### src/rtl/seg7_scan_decoder.sv
// Receiver for a 4-digit multiplexed active-low seven-segment bus: waits for each digit to
// settle, decodes it back to BCD and publishes a complete 4-digit word once per frame.
//
// state    | meaning
// IDLE     | no legal anode selected, waiting for one
// SETTLE   | legal anode seen, waiting for {an,seg} to stay stable
// CAPTURE  | write the settled digit into its shadow slot (one cycle)
// HOLD     | digit captured, waiting for the bus to move on
module seg7_scan_decoder #(
  parameter int SETTLE_CYCLES  = 4,
  parameter int TIMEOUT_CYCLES = 4096
) (
  input  logic        clk,
  input  logic        reset,
  input  logic [3:0]  an,
  input  logic [6:0]  seg,
  output logic [15:0] digits,
  output logic        frame_valid,
  output logic [3:0]  digit_err,
  output logic        frame_timeout
);

  localparam int CW = (SETTLE_CYCLES > 2) ? $clog2(SETTLE_CYCLES) : 1;
  localparam int TW = (TIMEOUT_CYCLES > 2) ? $clog2(TIMEOUT_CYCLES) : 1;
  localparam logic [CW-1:0] CNT_MAX = CW'(SETTLE_CYCLES - 1);
  localparam logic [TW-1:0] TMR_MAX = TW'(TIMEOUT_CYCLES - 1);

  localparam logic [1:0] ST_IDLE    = 2'd0;
  localparam logic [1:0] ST_SETTLE  = 2'd1;
  localparam logic [1:0] ST_CAPTURE = 2'd2;
  localparam logic [1:0] ST_HOLD    = 2'd3;

  function automatic logic an_legal(input logic [3:0] a);
    case (a)
      4'b1110, 4'b1101, 4'b1011, 4'b0111: an_legal = 1'b1;
      default:                            an_legal = 1'b0;
    endcase
  endfunction

  function automatic logic [1:0] an_index(input logic [3:0] a);
    case (a)
      4'b1101: an_index = 2'd1;
      4'b1011: an_index = 2'd2;
      4'b0111: an_index = 2'd3;
      default: an_index = 2'd0;
    endcase
  endfunction

  // returns {bad, code}
  function automatic logic [4:0] seg_decode(input logic [6:0] s);
    case (s)
      7'b0000001: seg_decode = 5'h00;
      7'b1001111: seg_decode = 5'h01;
      7'b0010010: seg_decode = 5'h02;
      7'b0000110: seg_decode = 5'h03;
      7'b1001100: seg_decode = 5'h04;
      7'b0100100: seg_decode = 5'h05;
      7'b0100000: seg_decode = 5'h06;
      7'b0001111: seg_decode = 5'h07;
      7'b0000000: seg_decode = 5'h08;
      7'b0000100: seg_decode = 5'h09;
      7'b1111111: seg_decode = 5'h0F;
      default:    seg_decode = 5'h1E;
    endcase
  endfunction

  logic [10:0]   pair_now;
  logic [10:0]   prev;
  logic [10:0]   cap_pair;
  logic [CW-1:0] cnt;
  logic          changed;
  logic          settled;
  logic [1:0]    state;
  logic [1:0]    state_nxt;

  assign pair_now = {an, seg};
  assign changed  = (pair_now != prev);
  // prev still holds the stable pair even if the bus moves on this very edge
  assign settled  = (cnt == CNT_MAX) && an_legal(prev[10:7]);

  always_ff @(posedge clk or posedge reset) begin
    if (reset) begin
      prev <= '0;
      cnt  <= '0;
    end else begin
      prev <= pair_now;
      if (changed)
        cnt <= '0;
      else if (cnt != CNT_MAX)
        cnt <= cnt + 1'b1;
    end
  end

  always_comb begin
    state_nxt = state;
    case (state)
      ST_IDLE:    if (an_legal(an)) state_nxt = ST_SETTLE;
      ST_SETTLE: begin
        if (settled)
          state_nxt = ST_CAPTURE;
        else if (!an_legal(an))
          state_nxt = ST_IDLE;
      end
      ST_CAPTURE: state_nxt = ST_HOLD;
      ST_HOLD: begin
        if (pair_now != cap_pair)
          state_nxt = an_legal(an) ? ST_SETTLE : ST_IDLE;
      end
      default:    state_nxt = ST_IDLE;
    endcase
  end

  always_ff @(posedge clk or posedge reset) begin
    if (reset) begin
      state    <= ST_IDLE;
      cap_pair <= '0;
    end else begin
      state <= state_nxt;
      if (state == ST_SETTLE && settled)
        cap_pair <= prev;
    end
  end

  logic        capture_en;
  logic [1:0]  cap_idx;
  logic [4:0]  cap_dec;
  logic [15:0] shadow;
  logic [15:0] shadow_nx;
  logic [3:0]  err_sh;
  logic [3:0]  err_nx;
  logic [3:0]  mask;
  logic [3:0]  mask_nx;
  logic [TW-1:0] timer;
  logic        complete;

  assign capture_en = (state == ST_CAPTURE);
  assign cap_idx    = an_index(cap_pair[10:7]);
  assign cap_dec    = seg_decode(cap_pair[6:0]);

  always_comb begin
    shadow_nx = shadow;
    err_nx    = err_sh;
    mask_nx   = mask;
    if (capture_en) begin
      shadow_nx[{cap_idx, 2'b00} +: 4] = cap_dec[3:0];
      err_nx[cap_idx]                  = cap_dec[4];
      mask_nx[cap_idx]                 = 1'b1;
    end
  end

  assign complete = capture_en && (mask_nx == 4'hF);

  // completion takes priority over a coinciding timeout
  always_ff @(posedge clk or posedge reset) begin
    if (reset) begin
      shadow        <= 16'hFFFF;
      err_sh        <= '0;
      mask          <= '0;
      timer         <= '0;
      digits        <= 16'hFFFF;
      digit_err     <= '0;
      frame_valid   <= 1'b0;
      frame_timeout <= 1'b0;
    end else begin
      frame_valid   <= 1'b0;
      frame_timeout <= 1'b0;
      shadow        <= shadow_nx;
      err_sh        <= err_nx;
      if (complete) begin
        digits      <= shadow_nx;
        digit_err   <= err_nx;
        frame_valid <= 1'b1;
        mask        <= '0;
        timer       <= '0;
      end else if (mask != 4'h0 && timer == TMR_MAX) begin
        frame_timeout <= 1'b1;
        mask          <= '0;
        timer         <= '0;
      end else begin
        mask <= mask_nx;
        if (mask != 4'h0)
          timer <= timer + 1'b1;
      end
    end
  end

endmodule

### config.mk
export PLATFORM = sky130hd
export DESIGN_NAME = seg7_scan_decoder
export DESIGN_NICKNAME = d
export VERILOG_FILES = /design/src/rtl/seg7_scan_decoder.sv
export SDC_FILE = /design/constraint.sdc
export NUM_CORES = 1
export LEC_CHECK = 0
export BUFFER_PORTS_ARGS = -buffer_cell sky130_fd_sc_hd__buf_2
export CAP_MARGIN = 20
export CORE_UTILIZATION = 64
export DETAILED_ROUTE_END_ITERATION = 12
export PLACE_DENSITY = 0.85
export SLEW_MARGIN = 20
export SYNTH_ARGS = -nofsm -noshare
export SYNTH_HDL_FRONTEND = slang
export SYNTH_SLANG_ARGS = --single-unit
### constraint.sdc
create_clock -name clk -period 6.3 [get_ports clk]
set_input_delay 0.945 -clock clk [delete_from_list [all_inputs] [get_ports clk]]
set_output_delay 0.945 -clock clk [all_outputs]
set_load 0.05 [all_outputs]
; After elaboration in Yosys (flattened, before gate mapping)
; Index checks and enable logic that the tools add are counted.
[classes]
addsub = 3
n_lt_le_gt_ge = 2
eq_ne = 33
shift = 2
mux = 32
bitwise = 1
n_reduce_logical = 13
[op_table]
columns = operator, count
row1 = 5-bit case mux with 11 select lines, 1
row2 = "4-bit equality test, second input constant", 9
row3 = 12-bit 2-to-1 mux, 3
row4 = 11-bit inequality test, 2
row5 = "7-bit equality test, second input constant", 3
row6 = 16-bit bitwise mux, 1
row7 = 16-bit 2-to-1 mux, 1
row8 = 4-bit 2-to-1 mux, 4
row9 = "4-bit by 6-bit variable shift with 16-bit output, first input constant", 1
row10 = 4-bit by 6-bit indexed part select with 16-bit output, 1
row11 = "7-bit by 3-bit equality test with 1-bit output, second input constant", 2
row12 = "7-bit by 6-bit equality test with 1-bit output, second input constant", 2
row13 = "12-bit by 1-bit adder with 12-bit output, second input constant", 1
row14 = "12-bit equality test, second input constant", 1
row15 = "4-bit by 3-bit equality test with 1-bit output, second input constant", 3
row16 = 1-bit 2-to-1 mux, 12
row17 = 2-bit 2-to-1 mux, 6
row18 = 2-bit case mux with 4 select lines, 1
row19 = 4-bit OR reduction, 2
row20 = "7-bit by 1-bit equality test with 1-bit output, second input constant", 1
row21 = "7-bit by 4-bit equality test with 1-bit output, second input constant", 1
row22 = "7-bit by 5-bit equality test with 1-bit output, second input constant", 1
row23 = 7-bit zero test, 1
row24 = "2-bit equality test, second input constant", 3
row25 = 17 further kinds, 23
[word_totals]
ff_bits = 84
out_inout_bits = 22
word_cells = 98

; Longest topological paths before layout
; Gate-level depths: netlist of the first run.
[logic_depth]
depth_word = 11
mapped_depth = 13
ltp_nobuf = 10

; Least setup slack after synthesis of the first run
; OpenSTA, ideal clock, no wires.
[synth_timing]
path_kind = flip-flop to flip-flop
start = register cap_pair[10]
end = register digit_err[0]
arrival_time_ns = 2.410
t_required_ns = 6.175
setup_slack_ns = 3.765
stages_incl_launch_ff = 12
n_path_buf = 3
path_cell_list = dfrtp_1 > xor2_1 > nand3_1 > inv_1 > buf_2 > ha_1 > nor2_1 > or4b_1 > buf_4 > clkinv_2 > buf_6 > mux2_2
[synth_between]
elab_chain_len = 10
word_cells_on_any_way = 15
classes_between = order compare (2) / eq/ne (4) / mux (6) / bitwise (1) / reduce/logical (2)
[synth_rtl]
columns = element, line_no
row1 = "start, declared", 69  ; logic [10:0] cap_pair;
row2 = "start signal, assigned", 120  ; cap_pair <= prev;
row3 = 4-bit by 3-bit equality test with 1-bit output / 4-bit equality test (equally long branches), 41  ; case (a)
row4 = 2-bit case mux with 3 select lines *, 41
row5 = 2-bit by 3-bit less-than comparator with 1-bit output (implied by the code) / 2-bit by 1-bit greater-or-equal comparator with 1-bit output (equally long branches), "146, 147"
row6 = 1-bit logical AND (implied by the code), "146, 147"
row7 = 1-bit 2-to-1 mux (implied by the code), "146, 147"
row8 = 1-bit demux with 2-bit select *, "146, 147"
row9 = 4-bit bitwise OR (no line), n/a
row10 = 4-bit 2-to-1 mux, 144  ; if (capture_en) begin
row11 = 4-bit equality test, 151  ; assign complete = capture_en && (mask_nx == 4'hF);
row12 = 1-bit logical AND, 151
row13 = "end signal, assigned", 171  ; digit_err <= err_nx;
row14 = "end, declared", 19  ; output logic [3:0] digit_err,
; Mark *: on every way between the ends. The rest lies on a longest branch, timed or not.
; A chain may end at the register's enable or synchronous reset.

; Worst setup path after layout of the first run
[layout_timing]
start = register cap_pair[10]
end = register digit_err[1]
; The elaborated chain is that of the path after synthesis.

==> results.md, run 1 <==
- Global Route Usage Sum: 0.2732
- Final hold violations: 0
- CP required: about 6600 ps
- Synth Cell Area: just over 4000 sq um
- Yosys top cell area share: 0.3174
- Fin crit period: 3091 ps
- Via Count: approximately 3000
- TritonCTS clock tree: yes
- DRT Pass-1 Iters: 5
- Layout area overhead: 8.972%
- Share of flip-flops with an asynchronous set or reset: 1.000
- Hold Path Class: flop to flop
- Worst-Skew Late Latency: ~370 ps
- Die Footprint: just under 7000 sq um
- Combinational share of power: 0.033
- Avg WL per Cell: 16.47 microns
- Sw Ratio: 0.2432
- First-pass GRT wire length: about 14 mm
- Post-place setup slack: 3230 ps
- Commonest non-fill, non-tap cell in the layout: nand2_1
- HPWL Detailed: around 5.8 mm
- Grt total ovfl: 0
- Final setup fails: 0
- Post-CTS Setup Bufs: 0
- Inserted Clock Buffers: 9
- Routed WL: approximately 8.2 mm
- Critical path data arrival time: approximately 3400 ps
- CTS root buf: clkbuf_8
- Status: complete, no violations
- Die span in y: around 80 microns
- Fin Setup TNS: 0 ps
- Clk pin slew, worst setup/hold paths: approximately 90 ps
- Maximum VDD drop: around 0.25 mV
- Clk buf depth: 2
- DR iter-0 viols: approximately 260
- Post-route antenna net violation count: 0
- Critical Path Fanout Max: 40
- Post-route clock period utilization: 0.4907
- Vias in the first global route: 2929
- Hold-fix buffers, CTS: 0
- Seq pwr share: 0.581
- Final instance area: between 4000 and 5000 sq um
- Synthesized instance count: slightly below 400
- Slew Limit Fails: 0
- Fillers: between 400 and 500
- Commonest non-fill, non-tap cells in the layout: nand2_1 (53), dfrtp_1 (52), buf_2 (34)
- Type of the worst setup path: flop to flop
- Die W: about 82 microns
- CP Capture Type: flop
- Final Worst Setup Slack: between 3000 and 4000 ps
- Io pins: 35
- Synth area leaders: dfrtp_1 (32%), dfstp_2 (21%), xor2_1 (6.8%)
- Synth Flop Type: dfrtp_1
- Sw Pwr: around 0.23 mW
- Maxcap violations: 0
- Post-synthesis area per instance: 10.62 sq um
- Final net count: between 400 and 500
- Pint: approximately 0.71 mW
- Power per cell area: around 210 nW/um^2
- Antenna violations before repair: 0
- Netlist cell types: between 50 and 60
- Largest net degree at the start of global routing: between 80 and 90
- Leak pwr: 2.033 nW
- GP Congestion: around 0.90
- Slew HR: 0.5068
- Yosys warning count: 0
- Layout cells sized above 1: 0.2607
- Clock power share: 0.386
- Worst Skew: about 10 ps
- RSZ-0062 raised after global routing: false
- IO buf count: 34
- Post-synth EDFFs: 0
- Peak Freq: between 0.3 and 0.4 GHz
- DP Area: 4279 sq um
- Core area: slightly above 6000 sq um
- Synth area leader: dfrtp_1
- N_diodes: 0
- Rows: 28
- Worst slew pin tran: 733.7 ps
- Synth Register Bits: 84
- Register area share after synthesis: 0.5224
- Routed vias/inst: a little over 6
- CTS HTree Levels: 3
- Post-CTS Resized: 0
- Worst Setup Start Kind: flop
- Initial Utilization: 0.6765
- DRC: 0
- Clock Sinks: 84
- Post-Synthesis Net Count: around 410
## power by group through the flow
stage	sequential, mW	combinational [mW]	clock [mW]
2_1_floorplan	0.557	0.0186	0
3_3_place_gp	0.558	0.0308	0
3_5_place_dp	0.558	0.0315	0
4_1_cts	0.548	0.0317	0.370
5_1_grt	0.549	0.0362	0.387
6_report	0.548	0.0312	0.364
## worst paths after layout
path / to / slack (ps) / depth (start not counted) / start
max in group asynchronous: prev[1] / 5060 / 3 / reset
hold / removal: shadow[8] / 480 / 2 / shadow[8]
setup reg to reg: digit_err[1] / 3210 / 8 / cap_pair[10]
setup / recovery: digit_err[1] / 3210 / 8 / cap_pair[10]
hold reg to reg: shadow[8] / 480 / 2 / shadow[8]
min in group asynchronous: cap_pair[5] / 750 / 3 / reset
## kinds of logic after synthesis
logic type	Yosys count	share of synthesized area
and+or+nand+nor	142	0.1828
DFF	84	0.5224
AOI/OAI and AO/OA	75	0.1083
xor gates and xnor gates	32	0.06836
buffers and inverters	22	0.03051
muxes	22	0.06012
adders and majority gates	9	0.02746
## flip-flops by register name, indices dropped and copies added, names as in the netlist, named ones only
| register | count |
|---|---|
| frame_valid | 1 |
| prev | 11 |
| err_sh | 4 |
| mask | 4 |
| digits | 16 |
| state | 1 |
| cnt | 2 |
| frame_timeout | 1 |
| cap_pair | 11 |
| timer | 12 |
| shadow | 16 |
| digit_err | 4 |
## through the flow
stage          utilization  std cells  hold slack (ps)  power [mW]
2_1_floorplan            -        386            440.1      0.5756
3_3_place_gp        0.7060        481            462.5      0.5886
3_5_place_dp        0.7060        481            464.3      0.5895
4_1_cts             0.7366        497            476.2      0.9501
5_1_grt             0.7372        497            496.8      0.9720
6_report            0.7372        497            476.9      0.9434
## routing by layer
metal	share of wire	global-route usage	up-vias
met3	0.046	0.05222	14
met1	0.44	0.3492	1473
met5	0	0	-
met2	0.50	0.4529	84
met4	0.020	0.1158	0
li1	-	-	1439
## cell type report
| type | count | area, sq um | area share |
|---|---|---|---|
| timing repair buffer | 36 | 188.9 | 0.04228 |
| sequential | 84 | 2142 | 0.4794 |
| clock inverter | 5 | 43.79 | 0.009801 |
| multi-input combinational | 280 | 1833 | 0.4102 |
| clock buffer | 11 | 141.4 | 0.03164 |
| inverter | 6 | 25.02 | 0.005601 |
| tap | 75 | 93.84 | 0.02100 |
## worst max-delay path: stages, from the launching register on
cell,delay [ps]
dfrtp_1,430
xor2_1,170
nand3_1,180
inv_1,360
ha_1,270
nor2_1,50
or4b_1,670
clkinv_2,440
mux2_2,400
## Yosys cell counts, drive strengths merged, types with 2 or more instances
library cell / n
buf: 14
or4b: 2
dfrtp: 52
a21o: 2
and3: 2
o221ai: 4
o22ai: 3
or2: 2
o31ai: 4
a22oi: 3
nor4: 8
nor2: 22
nand3b: 3
a31oi: 6
nor3: 8
inv: 5
o21ai: 35
mux2: 21
dfstp: 32
nand3: 14
nor4b: 3
ha: 9
nor3b: 4
or3: 5
nand4: 5
nand2: 53
and2: 3
xor2: 32
a21oi: 14
a32oi: 2
clkbuf: 2
Note: power is estimated with default switching activity, not from simulation.
==> run 2: changes to the inputs <==
--- a/config.mk
+++ b/config.mk
@@ -7,9 +7,9 @@
 export LEC_CHECK = 0
 export BUFFER_PORTS_ARGS = -buffer_cell sky130_fd_sc_hd__buf_2
 export CAP_MARGIN = 20
-export CORE_UTILIZATION = 64
+export CORE_UTILIZATION = 54
 export DETAILED_ROUTE_END_ITERATION = 12
-export PLACE_DENSITY = 0.85
+export PLACE_DENSITY = 0.76
 export SLEW_MARGIN = 20
 export SYNTH_ARGS = -nofsm -noshare
 export SYNTH_HDL_FRONTEND = slang
==> constraint.sdc (replaced) <==
create_clock -name clk -period 2.7 [get_ports clk]
set_input_delay 0.405 -clock clk [delete_from_list [all_inputs] [get_ports clk]]
set_output_delay 0.405 -clock clk [all_outputs]
set_load 0.05 [all_outputs]
==> results.md, run 2 (synthesis results as in run 1) <==
- Clk pin slew, worst setup/hold paths: 80 ps (about the same)
- Clock Sinks: 84 (unchanged)
- Worst Skew: 6.244 ps (-4.046 ps)
- Die Footprint: 7945 sq um (+18%)
- DR iter-0 viols: 168 (-35%)
- Vias in the first global route: 2834 (-3.2%)
- Final instance area: 4549 sq um (+1.8%)
- Peak Freq: 0.3910 GHz (+21%)
- Critical Path Fanout Max: 12 (-70%)
- Routed vias/inst: 5.754 (-5.0%)
- Die W: 89.14 microns (+8.6%)
- Core area: 7292 sq um (+20%)
- CTS root buf: clkbuf_8
- DRC: 0 (unchanged)
- HPWL Detailed: 5.580 mm (-3.1%)
- Critical path data arrival time: 2850 ps (-500 ps)
- Io pins: 35 (unchanged)
- Layout cells sized above 1: 0.2659 (+0.005219)
- Hold-fix buffers, CTS: 0 (unchanged)
- Maxcap violations: 0 (unchanged)
- Leak pwr: 2.061 nW (+1.3%)
- Fillers: 640 (+54%)
- Final hold violations: 0 (unchanged)
- Layout area overhead: 10.96%
- Type of the worst setup path: flop to flop
- Grt total ovfl: 0 (unchanged)
- First-pass GRT wire length: 13.34 mm (-1.6%)
- Post-CTS Resized: 0 (unchanged)
- CP required: 2990 ps (-3570 ps)
- Slew Limit Fails: 0 (unchanged)
- Avg WL per Cell: 15.27 microns (-7.3%)
- Post-route clock period utilization: 0.9473 (+0.4566)
- CTS HTree Levels: 3 (unchanged)
- Final net count: 443 (+0.91%)
- Commonest non-fill, non-tap cells in the layout: nand2_1 (53), dfrtp_1 (52), buf_2 (34)
- IO buf count: 34 (unchanged)
- Worst-Skew Late Latency: 350 ps (-20 ps)
- Final setup fails: 0 (unchanged)
- Post-CTS Setup Bufs: 0 (unchanged)
- Maximum VDD drop: 0.3367 mV (+32%)
- DP Area: 4352 sq um (+1.7%)
- Commonest non-fill, non-tap cell in the layout: nand2_1
- GP Congestion: 0.8762 (-3.1%)
- Slew HR: 0.5162 (+0.009346)
- DRT Pass-1 Iters: 5 (unchanged)
- Biggest regs: digits (16), shadow (16), timer (12)
- Post-route antenna net violation count: 0 (unchanged)
- Rows: 31 (+11%)
- CP Capture Type: flop
- Fin crit period: 2558 ps (-533.7 ps)
- Worst slew pin tran: 719.8 ps (-13.90 ps)
- Status: complete, no violations
- Total Power: 2.209 mW (+130%)
- Power per cell area: 485.6 nW/um^2 (+130%)
- Inserted Clock Buffers: 9 (unchanged)
- Routed WL: 8.000 mm (-2.3%)
- TritonCTS clock tree: yes
- Die span in y: 89.14 microns (+8.6%)
- Global Route Usage Sum: 0.2191 (-0.05406)
- N_diodes: 0 (unchanged)
- Via Count: 3015 (+0.17%)
- Hold Path Class: input pin to async pin
- Antenna violations before repair: 0 (unchanged)
- Largest net degree at the start of global routing: 85 (unchanged)
- Worst Setup Start Kind: flop
- Initial Utilization: 0.5623 (-0.1142)
- Clk buf depth: 2 (unchanged)
## run 2: worst max-delay path: stages (launching register included)
cell and delay, ps:
dfrtp_1 440, xor2_1 180, nand3_1 190, inv_1 150, buf_4 200, ha_1 160
nand3b_1 200, nor3b_2 280, nand2_1 140, o21ai_0 370, mux2_1 200
## run 2: path summary, 6_finish.rpt
check | start | endpoint | slack [ps] | depth (start not counted)
min reg2reg | shadow[12] | shadow[12] | 490 | 2
max | cap_pair[10] | digits[7] | 140 | 10
max in group asynchronous | reset | digits[4] | 2190 | 3
max reg2reg | cap_pair[10] | digits[7] | 140 | 10
min | reset | frame_timeout | 150 | 3
min in group clk | seg[2] | prev[2] | 210 | 1
## run 2: metal layers
metal | up-vias | global-route usage | wire length [microns]
li1 | 1446 | - | -
met1 | 1483 | 0.3067 | 3779
met2 | 78 | 0.3470 | 3781
met3 | 8 | 0.03878 | 365
met4 | 0 | 0.07504 | 73
met5 | - | 0 | 0
## run 2: area by class of cell
type                    count  area, sq um  area share
flip-flops and latches     84         2142      0.4708
multi-input cells         280         1843      0.4051
repair buffers             40        227.7     0.05005
clock buffers              12        145.1     0.03190
well taps                  99        123.9     0.02723
clock inverters             3        38.79    0.008526
inverters                   6        28.78    0.006326
## run 2: per-stage QoR
| stage | worst slack [ps] | hold WS, ps | setup TNS (ps) | instances | utilization |
|---|---|---|---|---|---|
| global route | -19.95 | 170.7 | -19.95 | 524 | 0.6239 |
| finish | 142.3 | 146.0 | 0 | 524 | 0.6239 |
| floorplan | 164.9 | 436.4 | 0 | 386 | - |
| detailed placement | 82.81 | 471.0 | 0 | 509 | 0.5968 |
| CTS | 70.79 | 157.7 | 0 | 524 | 0.6220 |
| global placement | 190.5 | 455.7 | 0 | 509 | 0.5968 |
## run 2: report_power, final
group	switching (mW)	internal, mW
sequential	0.0110	1.27
combinational	0.0488	0.0262
clock	0.409	0.444
